--- src/rtl/write_buffer_pkg.sv ---
// Shared types and constants for the single-entry write-back victim buffer.
package write_buffer_pkg;

  localparam int WORD_W        = 16;
  localparam int LINE_OFFSET_W = 4;
  localparam int LINE_W        = 128;

  typedef logic [WORD_W-1:0]               lc3b_word;
  typedef logic [LINE_W-1:0]               lc3b_8word;
  typedef logic [WORD_W-LINE_OFFSET_W-1:0] lc3b_line_tag;

  typedef enum logic [1:0] {
    IDLE,
    MEM_READ,
    DRAIN,
    RESP
  } write_buffer_state_t;

endpackage

--- src/rtl/write_buffer_entry.sv ---
// Storage for the buffered dirty line: valid bit, tag and data, with a tag-match output.
module write_buffer_entry
  import write_buffer_pkg::*;
#(
  parameter int TAG_W = WORD_W - LINE_OFFSET_W
) (
  input  logic             clk,
  input  logic             rst,
  input  logic             load,
  input  logic             clear,
  input  logic [TAG_W-1:0] load_tag,
  input  lc3b_8word        load_data,
  input  logic [TAG_W-1:0] cmp_tag,
  output logic             valid,
  output logic [TAG_W-1:0] tag,
  output lc3b_8word        data,
  output logic             hit
);

  logic             valid_q, valid_d;
  logic [TAG_W-1:0] tag_q, tag_d;
  lc3b_8word        data_q, data_d;

  always_comb begin
    valid_d = valid_q;
    tag_d   = tag_q;
    data_d  = data_q;
    if (clear) begin
      valid_d = 1'b0;
    end
    if (load) begin
      valid_d = 1'b1;
      tag_d   = load_tag;
      data_d  = load_data;
    end
  end

  always_ff @(posedge clk) begin
    if (rst) begin
      valid_q <= 1'b0;
      tag_q   <= '0;
      data_q  <= '0;
    end else begin
      valid_q <= valid_d;
      tag_q   <= tag_d;
      data_q  <= data_d;
    end
  end

  assign valid = valid_q;
  assign tag   = tag_q;
  assign data  = data_q;
  assign hit   = valid_q && (tag_q == cmp_tag);

endmodule

--- src/rtl/write_buffer.sv ---
// Single-entry write-back victim buffer between the L1 arbiter and memory.
// Build option: WRITE_BUFFER_HIT_FWD_EN serves reads that match the buffer directly from it.
//
// state    | meaning
// IDLE     | evaluate arbiter request or start a background drain
// MEM_READ | line read outstanding on memory port
// DRAIN    | buffered line being written back to memory
// RESP     | one-cycle completion pulse to the arbiter
module write_buffer
  import write_buffer_pkg::*;
#(
  parameter int ADDR_W   = WORD_W,
  parameter int OFFSET_W = LINE_OFFSET_W
) (
  input  logic              clk,
  input  logic              rst,
  input  logic              arb_read,
  input  logic              arb_write,
  input  logic [ADDR_W-1:0] arb_address,
  input  lc3b_8word         arb_wdata,
  output lc3b_8word         arb_rdata,
  output logic              arb_resp,
  output logic              pmem_read,
  output logic              pmem_write,
  output logic [ADDR_W-1:0] pmem_address,
  output lc3b_8word         pmem_wdata,
  input  lc3b_8word         pmem_rdata,
  input  logic              pmem_resp
);

  localparam int TAG_W = ADDR_W - OFFSET_W;

  write_buffer_state_t state_q, state_d;

  logic [TAG_W-1:0]  req_tag, buf_tag;
  logic              buf_valid, buf_hit, buf_load, buf_clear;
  lc3b_8word         buf_data;
  lc3b_8word         rdata_q, rdata_d;
  lc3b_8word         pmem_wdata_q, pmem_wdata_d;
  logic [ADDR_W-1:0] pmem_address_q, pmem_address_d;
  logic              unused_offset_bits;

  assign req_tag            = arb_address[ADDR_W-1:OFFSET_W];
  assign unused_offset_bits = ^arb_address[OFFSET_W-1:0];

  write_buffer_entry #(
    .TAG_W(TAG_W)
  ) u_entry (
    .clk      (clk),
    .rst      (rst),
    .load     (buf_load),
    .clear    (buf_clear),
    .load_tag (req_tag),
    .load_data(arb_wdata),
    .cmp_tag  (req_tag),
    .valid    (buf_valid),
    .tag      (buf_tag),
    .data     (buf_data),
    .hit      (buf_hit)
  );

  always_ff @(posedge clk) begin
    if (rst) begin
      state_q        <= IDLE;
      rdata_q        <= '0;
      pmem_address_q <= '0;
      pmem_wdata_q   <= '0;
    end else begin
      state_q        <= state_d;
      rdata_q        <= rdata_d;
      pmem_address_q <= pmem_address_d;
      pmem_wdata_q   <= pmem_wdata_d;
    end
  end

  // A read is checked first, so a simultaneous write is silently dropped.
  always_comb begin
    state_d = state_q;
    case (state_q)
      IDLE: begin
        if (arb_read) begin
`ifdef WRITE_BUFFER_HIT_FWD_EN
          state_d = buf_hit ? RESP : MEM_READ;
`else
          state_d = buf_hit ? DRAIN : MEM_READ;
`endif
        end else if (arb_write) begin
          state_d = (!buf_valid || buf_hit) ? RESP : DRAIN;
        end else if (buf_valid) begin
          state_d = DRAIN;
        end
      end
      MEM_READ: if (pmem_resp) state_d = RESP;
      DRAIN:    if (pmem_resp) state_d = IDLE;
      RESP:     state_d = IDLE;
      default:  state_d = IDLE;
    endcase
  end

  always_comb begin
    rdata_d        = rdata_q;
    buf_load       = 1'b0;
    buf_clear      = 1'b0;
    pmem_address_d = pmem_address_q;
    pmem_wdata_d   = pmem_wdata_q;
    case (state_q)
      IDLE: begin
        if (arb_read) begin
`ifdef WRITE_BUFFER_HIT_FWD_EN
          if (buf_hit) rdata_d = buf_data;
`endif
        end else if (arb_write && (!buf_valid || buf_hit)) begin
          buf_load = 1'b1;
        end
      end
      MEM_READ: if (pmem_resp) rdata_d = pmem_rdata;
      DRAIN:    if (pmem_resp) buf_clear = 1'b1;
      default:  ;
    endcase
    // Memory-side address/data are registered on entry so the port is glitch-free.
    case (state_d)
      MEM_READ: pmem_address_d = {req_tag, {OFFSET_W{1'b0}}};
      DRAIN: begin
        pmem_address_d = {buf_tag, {OFFSET_W{1'b0}}};
        pmem_wdata_d   = buf_data;
      end
      default: ;
    endcase
  end

  always_comb begin
    arb_resp   = (state_q == RESP);
    pmem_read  = (state_q == MEM_READ);
    pmem_write = (state_q == DRAIN);
  end

  assign arb_rdata    = rdata_q;
  assign pmem_address = pmem_address_q;
  assign pmem_wdata   = pmem_wdata_q;

endmodule
--- config.mk ---
export PLATFORM = sky130hd
export DESIGN_NAME = write_buffer
export DESIGN_NICKNAME = d
export VERILOG_FILES = /design/src/rtl/write_buffer_pkg.sv /design/src/rtl/write_buffer_entry.sv /design/src/rtl/write_buffer.sv
export SDC_FILE = /design/constraint.sdc
export NUM_CORES = 1
export LEC_CHECK = 0
export CAP_MARGIN = 20
export CORE_ASPECT_RATIO = 0.6
export CORE_MARGIN = 2
export CORE_UTILIZATION = 40
export DETAILED_ROUTE_END_ITERATION = 10
export GPL_TIMING_DRIVEN = 0
export HOLD_SLACK_MARGIN = 0.03
export PLACE_DENSITY = 0.71
export SKIP_LAST_GASP = 1
export SLEW_MARGIN = 20
export SYNTH_ARGS = -nofsm -noshare
export SYNTH_HDL_FRONTEND = slang
export SYNTH_SLANG_ARGS = --single-unit
--- constraint.sdc ---
create_clock -name clk -period 5.4 [get_ports clk]
set_clock_uncertainty 0.2 [all_clocks]
set_input_delay 0.54 -clock clk [delete_from_list [all_inputs] [get_ports clk]]
set_output_delay 0.54 -clock clk [all_outputs]
set_load 0.01 [all_outputs]
==> results.md <==
* HP Class: reg2reg
* Synth Instances at 1686
* Hold buffers post-CTS at 0
* Worst Setup Start Kind: input pin
* CTS tree: done
* PD cells at between 300 and 400 mW/mm^2
* Cts bufs inserted at 40
* Slew headroom at 26.5%
* Max cap viols at 0
* Share of the synthesized area in the top cell type at 51.8%
* Net Sw Power at 1.76 mW
* Gr usage total at 25.1%
* Internal Pwr Total at 5.24 mW
* Minimum clock period at roughly 4.2 ns
* FMAX at 236 MHz
* Clk root buf: clkbuf_16
* Leakage at 8.19 nW
* Critical path required time at 5.59 ns
* Worst-case reg-to-reg path depth at 9
* Vias at approximately 14k
* Flop pwr share at 46.2%
* Clk pwr share at between 30% and 40%
* Vias in the first global route at 13.2k
* Placed cell area at 0.0220 sq mm
* Synth top area cells: dfxtp_1 (52%), mux2i_1 (18%), nand2b_1 (11%)
* Reg clk slew, reported paths at 0.06 ns
* Hpwl dp at 42.5 mm
* # port buffers at 542
* First drt pass iteration count at 5
* Synthesized flop and latch total at 411
* WS Path Type: in2reg
* CP Max Fanout at 10
* Largest net degree at the start of global routing at 15
* Unrepaired setup endpoints after global routing: false
* Hold depth at 2
* Hold Crit Start: arb_rdata[111]$_SDFFE_PP0P_
* Slew @ Worst Pin at 1.10 ns
* Seq/Total Area, Yosys at 51.8%
* Post-CTS setup buffers at 0
* # rows at 56
* Worst Hold End: arb_rdata[111]$_SDFFE_PP0P_
* Core ar. at between 0.03 and 0.04 sq mm
* Worst reg2reg startpoint: u_entry.tag[9]$_SDFFE_PP0P_
* GRT overflow at 0
* Reg2reg end: pmem_wdata[29]$_SDFFE_PP0N_
* # resized after CTS at 0
* Post-route setup slack at 1.17 ns
* Die Height at 158 um
* Tot Pwr at 7.01 mW
* Vias per std cell at 4.84
* Clock latency at the later pin of the worst-skew pair at 0.54 ns
* Endpoints failing hold at 0
* Max VDD drop at ~0.19 mV
* Area grow syn2layout at 46.3%
* Initial Util at 40.6%
* Comb power frac at 14.6%
* Chip Width at 261 um
* Fin area at 0.0232 sq mm
* DR iter-0 viols at just over 800
* Setup TNS at 0 ns
* Yosys warning count at 0
* Layout cell share with drive strength beyond 1 at 3.48%
* Routed wire per std cell at between 15 and 20 um
* Global-route wire length before repair at 78.7 mm
* ANT nets after route at 0
* Flop2flop setup slack at 1.31 ns
* Status: finished clean
* Gp weighted congestion at ~0.96
* Crit end category: flip-flop
* Switching fraction of total power at around a quarter
* Crit path DAT at 4.42 ns
* H-tree Lvls at 2
* Pre-CTS setup slack at 0.608 ns
* Min Hold Slack at between 0.2 and 0.3 ns
* Setup violators final at 0
* Largest area contributor in the netlist: dfxtp_1
* CTS sink count at 411
* DIE AREA at slightly above 0.04 sq mm
* Final period util at between 70% and 80%
* Mapped Avg Cell Area at 9.42 sq um
* Fill cells at 3319
* Drt drc at 0
* Total wire length at 55.1 mm
* Initial antenna violation count at 7
* Final net count at about 2.6k
* Cell Area, Synth at 0.0159 sq mm
* IO Count at 552
* Number of buffers on the longest clock path at 3
* Final Max Tran Viols at 0
* Netlist cell types at 25
[cells by family (layout without fill, tap and decap cells)]
logic type	Yosys count	after routing	synth area share, %
other cells	1	8	0.0236
flops	411	411	51.8
xor+xnor	13	13	0.717
compound gates	147	147	4.73
buf+inv	126	737	3.62
mux	281	281	17.7
simple gates	705	705	21.2
fa+ha+maj	2	2	0.158
[Yosys cell counts]
cell       instances
nor2_1           153
buf_2              6
conb_1             1
nand2b_1         280
nand2_1          260
clkbuf_1          90
a31oi_1            1
a21oi_2            1
a21oi_1          142
nor3_1             1
o41ai_1            1
and2_1             2
dfxtp_1          411
xor2_1            13
a2111oi_0          1
a211o_1            1
buf_1             14
nor4_1             3
inv_1              1
nand3_1            1
buf_4              5
buf_6             10
mux2i_1          281
ha_1               2
nor2b_1            5
[placed cells by master (no fill, tap or decap), types with 3 or more instances in the layout]
cell             Yosys  layout
a21oi_1            142     142
buf_1               14      14
buf_2                6       6
buf_4                5       5
buf_6               10      10
clkbuf_1            90     101
clkbuf_16            0      41
clkbuf_8             0       8
clkdlybuf4s50_1      0     542
clkinv_2             0       5
conb_1               1       4
dfxtp_1            411     411
diode_2              0       4
mux2i_1            281     281
nand2_1            260     260
nand2b_1           280     280
nor2_1             153     153
nor2b_1              5       5
nor4_1               3       3
xor2_1              13      13
[how the worst max path moves through the flow]
stage / start / to / cells after the start
after floorplan: arb_address[5] / pmem_wdata[100]$_SDFFE_PP0N_ / 10
after global placement: arb_address[10] / pmem_wdata[34]$_SDFFE_PP0N_ / 10
after detailed placement: arb_address[13] / pmem_wdata[27]$_SDFFE_PP0N_ / 10
after CTS: arb_address[13] / pmem_wdata[29]$_SDFFE_PP0N_ / 10
after global routing: arb_address[13] / pmem_wdata[35]$_SDFFE_PP0N_ / 10
final: arb_address[13] / pmem_wdata[29]$_SDFFE_PP0N_ / 10
[critical path, cell delays in order]
cell,delay [ns]
clkdlybuf4s50_1,0.46
xor2_1,0.16
nor4_1,0.48
nand3_1,0.30
a31oi_1,0.38
ha_1,0.22
clkbuf_1,0.82
buf_1,0.72
mux2i_1,0.27
nor2_1,0.07
[sequential cells by signal, summed over array words and instances (netlist names)]
register / flops
pmem_address: 12
state_q: 2
pmem_wdata: 128
arb_rdata: 128
u_entry.data: 128
u_entry.tag: 12
u_entry.valid: 1
[area by class of cell]
type                            count  area, sq um  share of cell area (%)
Antenna cell                        4         10.0                  0.0431
Tap cell                          522          653                    2.81
Buffer                            125          571                    2.46
Timing Repair Buffer              542         5430                    23.3
Multi-Input combinational cell   1152         7090                    30.5
Clock inverter                      9         78.8                   0.339
Inverter                            1         3.75                  0.0162
Clock buffer                       60         1180                    5.07
Sequential cell                   411         8230                    35.4
[stage by stage]
step | utilization (%) | std cells
after detailed placement | 56.2 | 2753
after floorplan | - | 1689
after global routing | 59.4 | 2825
after CTS | 59.4 | 2822
final | 59.4 | 2826
after global placement | 56.2 | 2753
[power by group through the flow]
stage                     clock network, mW  logic [mW]  registers (mW)
after global placement                    0        1.00            3.30
after CTS                              2.80        1.02            3.24
after detailed placement                  0        1.02            3.30
after global routing                   2.92        1.09            3.25
after floorplan                           0       0.454            3.32
final                                  2.75        1.02            3.24
[per-layer routing]
layer	up-vias	global-route usage, %	routed length (um)
met3	88	6.34	3950
met5	-	0	43
met4	6	7.98	1550
met2	431	38.9	24700
li1	6643	-	-
met1	6497	34.3	24900
Power figures use the tool's default switching activity.
==> variant 1 (same flow settings) <==
Add a define of `WRITE_BUFFER_HIT_FWD_EN`.
--- a/src/rtl/write_buffer.sv
+++ b/src/rtl/write_buffer.sv
@@ -8,2 +8,4 @@
 // RESP     | one-cycle completion pulse to the arbiter
+`define WRITE_BUFFER_HIT_FWD_EN
+
 module write_buffer
Formal check against the unedited RTL: not equivalent (Yosys sat finds a counterexample within 4 cycles, from zero or initial values and one cycle with rst high).
==> variant 1 against the unedited design <==
Sequential cell count is the same; wire length up 27%; setup slack improved by 0.40 ns; final area grew 12%; synthesized area is 17% higher; highest routed layer unchanged; core utilization is 2.7 points lower; total power rose by 7.5%; critical path depth fell by 5.
==> variant 1: results <==
placed_design:
  dp_hpwl_um: 52700
  placed_area_mm2: 0.0248
  pre_cts_slack_ns: 1.36
  gp_congestion: 0.917
setup_path:
  crit_end: "arb_resp"
  rr_endpoint: "pmem_address[5]$_SDFFE_PP0P_"
  path_class: "reg -> out"
  r2r_slack_ns: 1.69
  cp_slowest_cell: "clkdlybuf4s50_1"
  r2r_start: "state_q[0]$_SDFF_PP0_"
  cp_data_arrival_time_ns: 3.09
  critPathMaxStageDelay_ns: 0.62
  worst-r2r-cell-count: 11
final_layout:
  num-nonclk-buffers: 725
  multiInputGateArea_mm2: 0.00954
  fill_cells: 4069
  drive_gt1_frac: 0.0942
  n_antenna_cell: 11
  inv_count: 2
  final_cells: 3137
  finish.instance_area_mm2: 0.0261
  nonClkBufAreaFrac: 0.239
  nets: 2747
  clk_share: 0.0501
  multiInputCombCellCount: 1287
  sh_seq_area: 0.315
routing:
  dr.pass1.iters: 7
  num_vias: 16500
  drtIter0Drc: 1072
  wl_per_cell_um: 22.3
power:
  switchingPower_uw: 2050
  power.leakage_uw: 0.00894
  vdd_drop_max_v: 0.000222
logic_synthesis:
  synth.mux.area_fraction: 0.229
  syn_inst: 1880
  synthTopCellsByCount: "dfxtp_1 (411), nand2b_1 (409), mux2i_1 (281)"
  synth_xor_area_frac: 0.00566
  synthAdderAreaFrac: 0.000674
  synth_cell_type_count: 32
  synthTopCellsByArea: "dfxtp_1 (44%), mux2i_1 (15%), nand2b_1 (14%)"
  yosysSeqAreaShare: 0.443
  synth_compound_area_frac: 0.127
global_route:
  grt_max_degree: 14
  antenna_found_initial: 11
  grtUsageTotal: 0.278
  grt_remaining_overflow: 0
  grt_pass1_wl_um: 101000
clock_network:
  cts_resized: 0
  post_cts_buffers: 0
  cts_buffers: 42
  ctsRootBufferMaster: "clkbuf_16"
worst_hold_path:
  holdPathEnd: "pmem_wdata[116]$_SDFFE_PP0N_"
  hold_start: "pmem_wdata[116]$_SDFFE_PP0N_"
sta:
  period_minus_slack_ns: 3.83
  whs_ns: 0.274
  relSlewSlack: 0.184
run_status:
  status: "finished clean"
floorplan:
  rows: 61
## variant 1: layer usage
metal | GRT usage | wire length, µm | vias up | part of all wire
met2 | 0.422 | 30500 | 609 | 0.43
li1 | - | - | 7718 | -
met5 | 0 | 27 | - | 0.00039
met4 | 0.115 | 3040 | 4 | 0.043
met3 | 0.0569 | 4250 | 161 | 0.061
met1 | 0.384 | 32300 | 7989 | 0.46
## variant 1: power groups by stage
| stage | logic (µW) | clock network, µW | registers [µW] |
|---|---|---|---|
| global placement | 1380 | 0 | 3300 |
| CTS | 1400 | 2920 | 3240 |
| detailed placement | 1400 | 0 | 3310 |
| floorplan | 741 | 0 | 3320 |
| global route | 1500 | 3050 | 3250 |
| finish | 1410 | 2880 | 3240 |
## variant 1: cells by family after synthesis
| family | after synthesis |
|---|---|
| xor gates and xnor gates | 12 |
| and+or+nand+nor | 456 |
| other | 1 |
| adders and majority gates | 1 |
| DFF | 411 |
| buffers and inverters | 185 |
| muxes | 409 |
| AOI/OAI and AO/OA | 405 |
==> variant 2 (same flow settings) <==
Made on the original files. Put one more register stage on the output `pmem_wdata`, without a reset. The value now appears one clock later. The other outputs are not delayed to match.
--- a/src/rtl/write_buffer.sv
+++ b/src/rtl/write_buffer.sv
@@ -138,3 +138,5 @@
   assign pmem_address = pmem_address_q;
-  assign pmem_wdata   = pmem_wdata_q;
+  always_ff @(posedge clk) begin
+    pmem_wdata <= pmem_wdata_q;
+  end
 
Behaviour: not the same (Yosys sat finds a counterexample within 4 cycles, from zero or initial values and one cycle with rst high).
==> variant 2 against the unedited design <==
Setup slack better by 0.10 ns; final area up 13%; total power up 24%; clock power up 26%; synthesized area up 16%; sequential cell count up 128; wire length up 0.19%; final cell count up 8.7%; critical path type unchanged; largest cell class unchanged; highest routed layer unchanged.
==> variant 2: results <==
final_layout:
  nets: 2690
  fill_cells: 3899
  drive_gt1_frac: 0.0408
  multiInputGateArea_mm2: 0.00709
logic_synthesis:
  syn_inst: 1814
  synthTopCellsByArea: "dfxtp_1 (58%), mux2i_1 (15%), nand2b_1 (9.5%)"
  yosysSeqAreaShare: 0.585
  synth.mux.area_fraction: 0.152
  synthTopCellsByCount: "dfxtp_1 (539), mux2i_1 (281), nand2b_1 (280)"
  synth_xor_area_frac: 0.00617
  synthAdderAreaFrac: 0.00136
  synth_compound_area_frac: 0.0408
  synth_cell_type_count: 25
power:
  vdd_drop_max_v: 0.000251
  switchingPower_uw: 2060
  power.leakage_uw: 0.00940
routing:
  num_vias: 14400
  postRouteAntennaNets: 0
  routed_via_density: 4.67
  wl_um: 55200
  drtIter0Drc: 708
  dr.pass1.iters: 6
clock_network:
  clock_path_buffers: 3
  clk-insertion-delay-late_ns: 0.56
  post_cts_buffers: 0
  cts_buffers: 50
worst_hold_path:
  hold_depth: 0
  hold_start: "pmem_wdata_q[29]$_SDFFE_PP0N_"
  hp-class: "reg -> reg"
  holdPathEnd: "pmem_wdata[29]$_DFF_P_"
placed_design:
  pre_cts_slack_ns: 0.726
  dp_hpwl_um: 41300
  place_inst: 2979
  placed_area_mm2: 0.0247
  gp_congestion: 0.864
global_route:
  antenna_found_initial: 4
  grtUsageTotal: 0.220
  grt_max_degree: 16
  grt_pass1_wl_um: 81600
run_status:
  status: "finished clean"
setup_path:
  rr_endpoint: "pmem_wdata_q[40]$_SDFFE_PP0N_"
  crit_start: "arb_address[6]"
  r2r_slack_ns: 1.39
  r2r_start: "u_entry.tag[2]$_SDFFE_PP0P_"
  critical_path.max_fanout: 10
  worst-r2r-cell-count: 10
  cp_data_arrival_time_ns: 4.35
  critPathMaxStageDelay_ns: 0.79
sta:
  clock.fmax_mhz: 242
  relSlewSlack: 0.287
  whs_ns: 0.147
==> variant 2: power groups by stage <==
stage                     Sequential, µW  Combinational (µW)  Clock (µW)
after floorplan                     4300                 453           0
after global placement              4270                 989           0
after global routing                4210                1080        3700
after CTS                           4190                1010        3560
after detailed placement            4280                1000           0
final                               4190                1000        3460
==> variant 2: final cells by class <==
class	instances	area share
plain buffers	125	0.0217
repair buffers	542	0.206
multi-input cells	1152	0.270
diodes	4	0.000381
inverters	1	0.000143
flip-flops and latches	539	0.411
clock inverters	17	0.00467
clock buffers	73	0.0567
well taps	620	0.0295
==> variant 2: routing by layer <==
layer / routed length (µm) / vias to the layer above / GRT usage / share of wire
met2: 25500 / 390 / 0.356 / 0.46
met4: 1700 / 2 / 0.0654 / 0.031
met3: 3490 / 102 / 0.0567 / 0.063
met1: 24600 / 6813 / 0.289 / 0.44
li1: - / 7054 / - / -
met5: 14 / - / 0 / 0.00025
